<file path="config.mk">
export PLATFORM = sky130hd
export DESIGN_NAME = ddr3_rw_arbiter
export DESIGN_NICKNAME = d
export VERILOG_FILES = /design/src/rtl/ddr3_rw_arbiter.sv
export SDC_FILE = /design/constraint.sdc
export NUM_CORES = 1
export LEC_CHECK = 0
export ABC_AREA = 1
export BUFFER_PORTS_ARGS = -buffer_cell sky130_fd_sc_hd__buf_2
export CAP_MARGIN = 20
export CORE_ASPECT_RATIO = 1.25
export CORE_MARGIN = 2
export CORE_UTILIZATION = 35
export CTS_CLUSTER_DIAMETER = 40
export CTS_CLUSTER_SIZE = 8
export DETAILED_ROUTE_END_ITERATION = 7
export SYNTH_ARGS = -nofsm -noshare
export SYNTH_HDL_FRONTEND = slang
export SYNTH_SLANG_ARGS = --single-unit
</file>
<file path="constraint.sdc">
create_clock -name ui_clk -period 3.4 [get_ports ui_clk]
set_clock_uncertainty 0.05 [all_clocks]
set_input_delay 0.34 -clock ui_clk [delete_from_list [all_inputs] [get_ports ui_clk]]
set_output_delay 0.34 -clock ui_clk [all_outputs]
set_load 0.005 [all_outputs]
</file>
<file path="src/rtl/ddr3_rw_arbiter.sv">
// ddr3_rw_arbiter: moves BURST_LEN-beat bursts between the FIFO controller and the MIG user interface
module ddr3_rw_arbiter #(
  parameter logic [27:0] ADDR_MIN  = 28'd0,
  parameter logic [27:0] ADDR_MAX  = 28'd1048576,
  parameter logic [9:0]  BURST_LEN = 10'd64
) (
  input  logic         ui_clk,
  input  logic         rst,
  input  logic         init_calib_complete,
  input  logic         app_rdy,
  input  logic         app_wdf_rdy,
  input  logic         app_rd_data_valid,
  input  logic [127:0] app_rd_data,
  input  logic [9:0]   wfifo_rcount,
  input  logic [9:0]   rfifo_wcount,
  input  logic         wr_load,
  input  logic         rd_load,
  output logic [27:0]  app_addr,
  output logic [2:0]   app_cmd,
  output logic         app_en,
  output logic         app_wdf_wren,
  output logic         app_wdf_end,
  output logic         wfifo_rden,
  output logic         rfifo_wren,
  output logic [127:0] rfifo_din
);
  localparam logic [2:0] S_IDLE   = 3'd0;
  localparam logic [2:0] S_ARB    = 3'd1;
  localparam logic [2:0] S_WRITE  = 3'd2;
  localparam logic [2:0] S_READ   = 3'd3;
  localparam logic [2:0] S_RDRAIN = 3'd4;
  logic [2:0]  r_state;
  logic [9:0]  r_cnt, r_ret_cnt;
  logic [27:0] r_wr_addr, r_rd_addr;
  logic        r_frame_valid, r_wr_pend, r_rd_pend;
  logic [2:0]  r_wl_sync, r_rl_sync;
  logic        w_wl_edge, w_rl_edge, w_arb, w_beat, w_rd_cmd, w_rd_acc, w_rd_ret;
  logic [27:0] w_wr_next, w_rd_next;
  assign w_wl_edge = r_wl_sync[1] & ~r_wl_sync[2];
  assign w_rl_edge = r_rl_sync[1] & ~r_rl_sync[2];
  assign w_arb     = (r_state == S_IDLE) | (r_state == S_ARB);
  assign w_beat    = (r_state == S_WRITE) & app_rdy & app_wdf_rdy & (r_cnt < BURST_LEN);
  assign w_rd_cmd  = (r_state == S_READ) & (r_cnt < BURST_LEN);
  assign w_rd_acc  = w_rd_cmd & app_rdy;
  assign w_rd_ret  = app_rd_data_valid & ((r_state == S_READ) | (r_state == S_RDRAIN));
  assign w_wr_next = (r_wr_addr == ADDR_MAX - 28'd8) ? ADDR_MIN : r_wr_addr + 28'd8;
  assign w_rd_next = (r_rd_addr == ADDR_MAX - 28'd8) ? ADDR_MIN : r_rd_addr + 28'd8;
  assign app_en       = w_beat | w_rd_cmd;
  assign app_cmd      = {2'b00, r_state == S_READ};
  assign app_wdf_wren = w_beat;
  assign app_wdf_end  = w_beat;
  assign wfifo_rden   = w_beat;
  assign rfifo_wren   = w_rd_ret;
  assign rfifo_din    = app_rd_data;
  assign app_addr     = (r_state == S_WRITE) ? r_wr_addr : r_rd_addr;
  always_ff @(posedge ui_clk or posedge rst) begin
    if (rst) begin
      r_state       <= S_IDLE;
      r_cnt         <= '0;
      r_ret_cnt     <= '0;
      r_wr_addr     <= ADDR_MIN;
      r_rd_addr     <= ADDR_MIN;
      r_frame_valid <= 1'b0;
      r_wr_pend     <= 1'b0;
      r_rd_pend     <= 1'b0;
      r_wl_sync     <= '0;
      r_rl_sync     <= '0;
    end else begin
      r_wl_sync <= {r_wl_sync[1:0], wr_load};
      r_rl_sync <= {r_rl_sync[1:0], rd_load};
      // frame restarts seen mid-burst wait for ARB so a burst is never split
      r_wr_pend <= w_arb ? 1'b0 : (r_wr_pend | w_wl_edge);
      r_rd_pend <= w_arb ? 1'b0 : (r_rd_pend | w_rl_edge);
      r_wr_addr <= w_beat ? w_wr_next : (w_arb & (w_wl_edge | r_wr_pend)) ? ADDR_MIN : r_wr_addr;
      r_rd_addr <= w_rd_acc ? w_rd_next : (w_arb & (w_rl_edge | r_rd_pend)) ? ADDR_MIN : r_rd_addr;
      r_frame_valid <= r_frame_valid | (w_beat & (r_wr_addr == ADDR_MAX - 28'd8));
      r_ret_cnt <= w_rd_ret ? r_ret_cnt + 10'd1 : r_ret_cnt;
      case (r_state)
        S_IDLE: r_state <= init_calib_complete ? S_ARB : S_IDLE;
        S_ARB: begin
          r_cnt     <= '0;
          r_ret_cnt <= '0;
          if (wfifo_rcount >= BURST_LEN) r_state <= S_WRITE;
          else if (r_frame_valid && rfifo_wcount <= 10'd511 - BURST_LEN) r_state <= S_READ;
        end
        S_WRITE: begin
          r_cnt   <= w_beat ? r_cnt + 10'd1 : r_cnt;
          r_state <= (r_cnt == BURST_LEN) ? S_ARB : S_WRITE;
        end
        S_READ: begin
          r_cnt   <= w_rd_acc ? r_cnt + 10'd1 : r_cnt;
          r_state <= (w_rd_acc && r_cnt == BURST_LEN - 10'd1) ? S_RDRAIN : S_READ;
        end
        S_RDRAIN: r_state <= (r_ret_cnt == BURST_LEN) ? S_ARB : S_RDRAIN;
        default: r_state <= S_IDLE;
      endcase
    end
  end
endmodule

</file>
==> metrics.csv <==
stage;metric;value;unit
status;outcome;finished clean;
drt;drt drc;0;
worst_hold_path;hold path depth;1;
worst_setup_path;Setup crit end kind;primary output;
drt;Post-DRT Antenna Nets;0;
finish;nets;980;
worst_setup_path;Crit path buffers/inverters;4;
cts;# hold bufs at CTS;0;
timing;measured slew at the worst slew-check pin;0.868;ns
timing;final period utilization;77.9;%
worst_setup_path;CP peak stage delay;0.43;ns
timing;Fmax;0.377;GHz
logic_synthesis;Ys Warns;0;
drt;average wire per standard cell;16.2;µm
cts;TritonCTS buffer count;9;
worst_setup_path;WS Path Type;flip-flop to primary output;
timing;Fin Hold WS;0.0439;ns
worst_setup_path;slowest cell on the critical path;dfrtp_1;
logic_synthesis;number of synthesized register bits;82;
run;max-cap viol count;0;
timing;relative slew slack;42.0;%
global_routing;antenna violations before repair;0;
worst_setup_path;CP required;3.01;ns
cts;CTS max path bufs;2;
cts;clock slew at reported path FFs;0.06;ns
power_and_ir_drop;worst vdd ir;0.285;mV
logic_synthesis;Mapped Area;6340;µm²
finish;Non-Filler Instances;1051;
die;row count;55;
timing;count of final hold-check violations;0;
placed_design;routability cong.;0.918;
cts;root buf cell;clkbuf_16;
timing;RSZ-0062 raised after global routing;no;
cts;CTS tree;built;
worst_hold_path;Min-Delay Path Class;primary input to flip-flop;
worst_setup_path;Reg2Reg Setup Slack;1.32;ns
power_and_ir_drop;Pwr Total;3.08;mW
placed_design;dpl cells;1035;
timing;Tmin final;2.65;ns
logic_synthesis;Netlist cell types;36;
die;initial core utilization;35.3;%
worst_setup_path;Startpoint Class;flip-flop;
drt;vias per inst;5.01;
finish;most common cell after layout, fill and taps aside;nand2_1;
placed_design;dpl cell area;5790;µm²
placed_design;number of port buffers;46;
power_and_ir_drop;power per cell area;506;nW/µm²
timing;Fin Setup TNS;0;ns
cts;post-CTS setup buffers;0;
global_routing;vias in the first global route;4890;
logic_synthesis;Mapped Cells;903;
finish;Layout area overhead;-3.85;%
worst_setup_path;Worst path depth;7;
worst_setup_path;critical path fanouts, max;35;
global_routing;GR Overflow Total;0;
cts;Resized cells post-CTS;0;
die;Die H;155;µm
global_routing;first-pass GRT wire length;26.8;mm
cts;CTS Sinks;82;
drt;via count;5261;
finish;share of cells above drive strength 1;12.9;%
cts;clk_lat worst skew;0.35;ns
logic_synthesis;post-synthesis sequential area ratio;32.4;%
finish;final instance area;6100;µm²
power_and_ir_drop;Pleak;2.71;nW
drt;number of iterations in the first detailed-routing pass;5;
cts;CTS H-tree lvls;3;
timing;Slew Limit Fails;0;
timing;Final Setup Violations;0;
worst_setup_path;CP Cell Sequence;inv_2 -> nand2_2 -> nor2_4 -> buf_4 -> inv_4 -> o21ai_0 -> buf_2;
die;IO Count;320;
global_routing;GRT Total Usage;17.5;%
drt;Routed WL;17.0;mm
worst_setup_path;FF-to-FF path depth;8;
global_routing;largest net degree at the start of global routing;48;
worst_setup_path;CP arrival;2.26;ns
placed_design;Final HPWL DP;12.9;mm
die;Die W;124;µm
finish;most frequent cells in the layout;nand2_1, nor2_1, dfrtp_1;
logic_synthesis;Avg Cell Area, Syn;7.02;µm²
finish;antenna diode count;0;
worst_setup_path;kind of cell adding the most delay to the critical path;buffers and inverters;
drt;initial DRC count;375;
die;core area;18000;µm²
die;Die ar.;19200;µm²
==> worst register-to-register path, delay by kind of cell (launching register included) <==
kind / cells / cell delay [ns]
flops: 1 / 0.43
compound gates: 1 / 0.16
buf+inv: 3 / 0.66
simple gates: 4 / 0.72
==> power by group <==
group          switching [mW]  total [mW]  leakage [nW]  internal, mW
Clock                   0.419        1.02         0.151         0.605
Combinational           0.672       0.908          1.44         0.236
Sequential             0.0975        1.15          1.12          1.05
Total                    1.19        3.08          2.71          1.90
==> logic make-up (layout without fill, tap and decap cells) <==
| kind of cell | Yosys count | count (layout) | share of synthesized area (%) |
|---|---|---|---|
| adders and majority gates | 6 | 6 | 1.18 |
| AOI/OAI and AO/OA | 100 | 100 | 8.88 |
| xor gates and xnor gates | 23 | 23 | 3.18 |
| DFF | 82 | 82 | 32.4 |
| other | 1 | 5 | 0.0591 |
| and+or+nand+nor | 454 | 454 | 31.5 |
| buffers and inverters | 237 | 153 | 22.8 |
==> area by class of cell <==
type / count / area (µm²)
Clock inverter: 5 / 52.6
Sequential cell: 82 / 2050
Clock buffer: 11 / 253
Fill cell: 1923 / 11900
Timing Repair Buffer: 48 / 258
Multi-Input combinational cell: 588 / 2860
Tap cell: 228 / 285
Inverter: 89 / 340
==> Yosys cell counts, drive strengths merged <==
cell type,number,area [µm²]
o22ai,5,31.3
a21oi,6,33.8
o31ai,1,7.51
dfrtp,82,2050
buf,146,1100
o21ai,81,439
nand3b,3,22.5
o21bai,4,30.0
inv,89,339
nor3,4,31.3
nor2,105,424
conb,1,3.75
clkbuf,2,7.51
xor2,20,175
ha,6,75.1
a31oi,1,6.26
xnor2,3,26.3
nand4,24,180
a21o,2,15.0
or2,1,6.26
nand2,251,980
nand3,66,355
==> state kept, by name, summed over array words and instances (netlist names) <==
| signal | count |
|---|---|
| r_wl_sync | 3 |
| r_wr_addr | 25 |
| r_rd_pend | 1 |
| r_ret_cnt | 10 |
| r_rd_addr | 25 |
| r_rl_sync | 3 |
| r_wr_pend | 1 |
| r_cnt | 10 |
| r_state | 3 |
| r_frame_valid | 1 |
==> layer usage <==
layer  global-route usage [%]  share of wire (%)  vias up
li1                         -                  -     2556
met1                     21.9                 43     2410
met2                     27.0                 44      198
met3                     5.85                8.7       97
met4                     9.04                4.9        0
met5                        0                  0        -
==> stage by stage <==
stage                     util, %  setup slack (ns)
after floorplan                 -             0.902
after global placement       32.3              1.18
after detailed placement     32.3              1.16
after CTS                    34.0             0.768
after global routing         34.0             0.659
final                        34.0             0.750
==> path summary, 6_finish.rpt <==
| path | startpoint | end |
|---|---|---|
| hold / removal | wr_load | r_wl_sync[0]$_DFF_PP0_ |
| min in group asynchronous | rst | r_rd_addr[11]$_DFFE_PP0P_ |
| hold reg to reg | r_rl_sync[0]$_DFF_PP0_ | r_rl_sync[1]$_DFF_PP0_ |
| setup reg to reg | r_state[2]$_DFFE_PP0P_ | r_wr_addr[5]$_DFFE_PP0P_ |
| setup / recovery | r_state[2]$_DFFE_PP0P_ | app_addr[12] |
| max in group asynchronous | rst | r_wr_addr[21]$_DFFE_PP0P_ |
(Power assumes the default switching activity.)
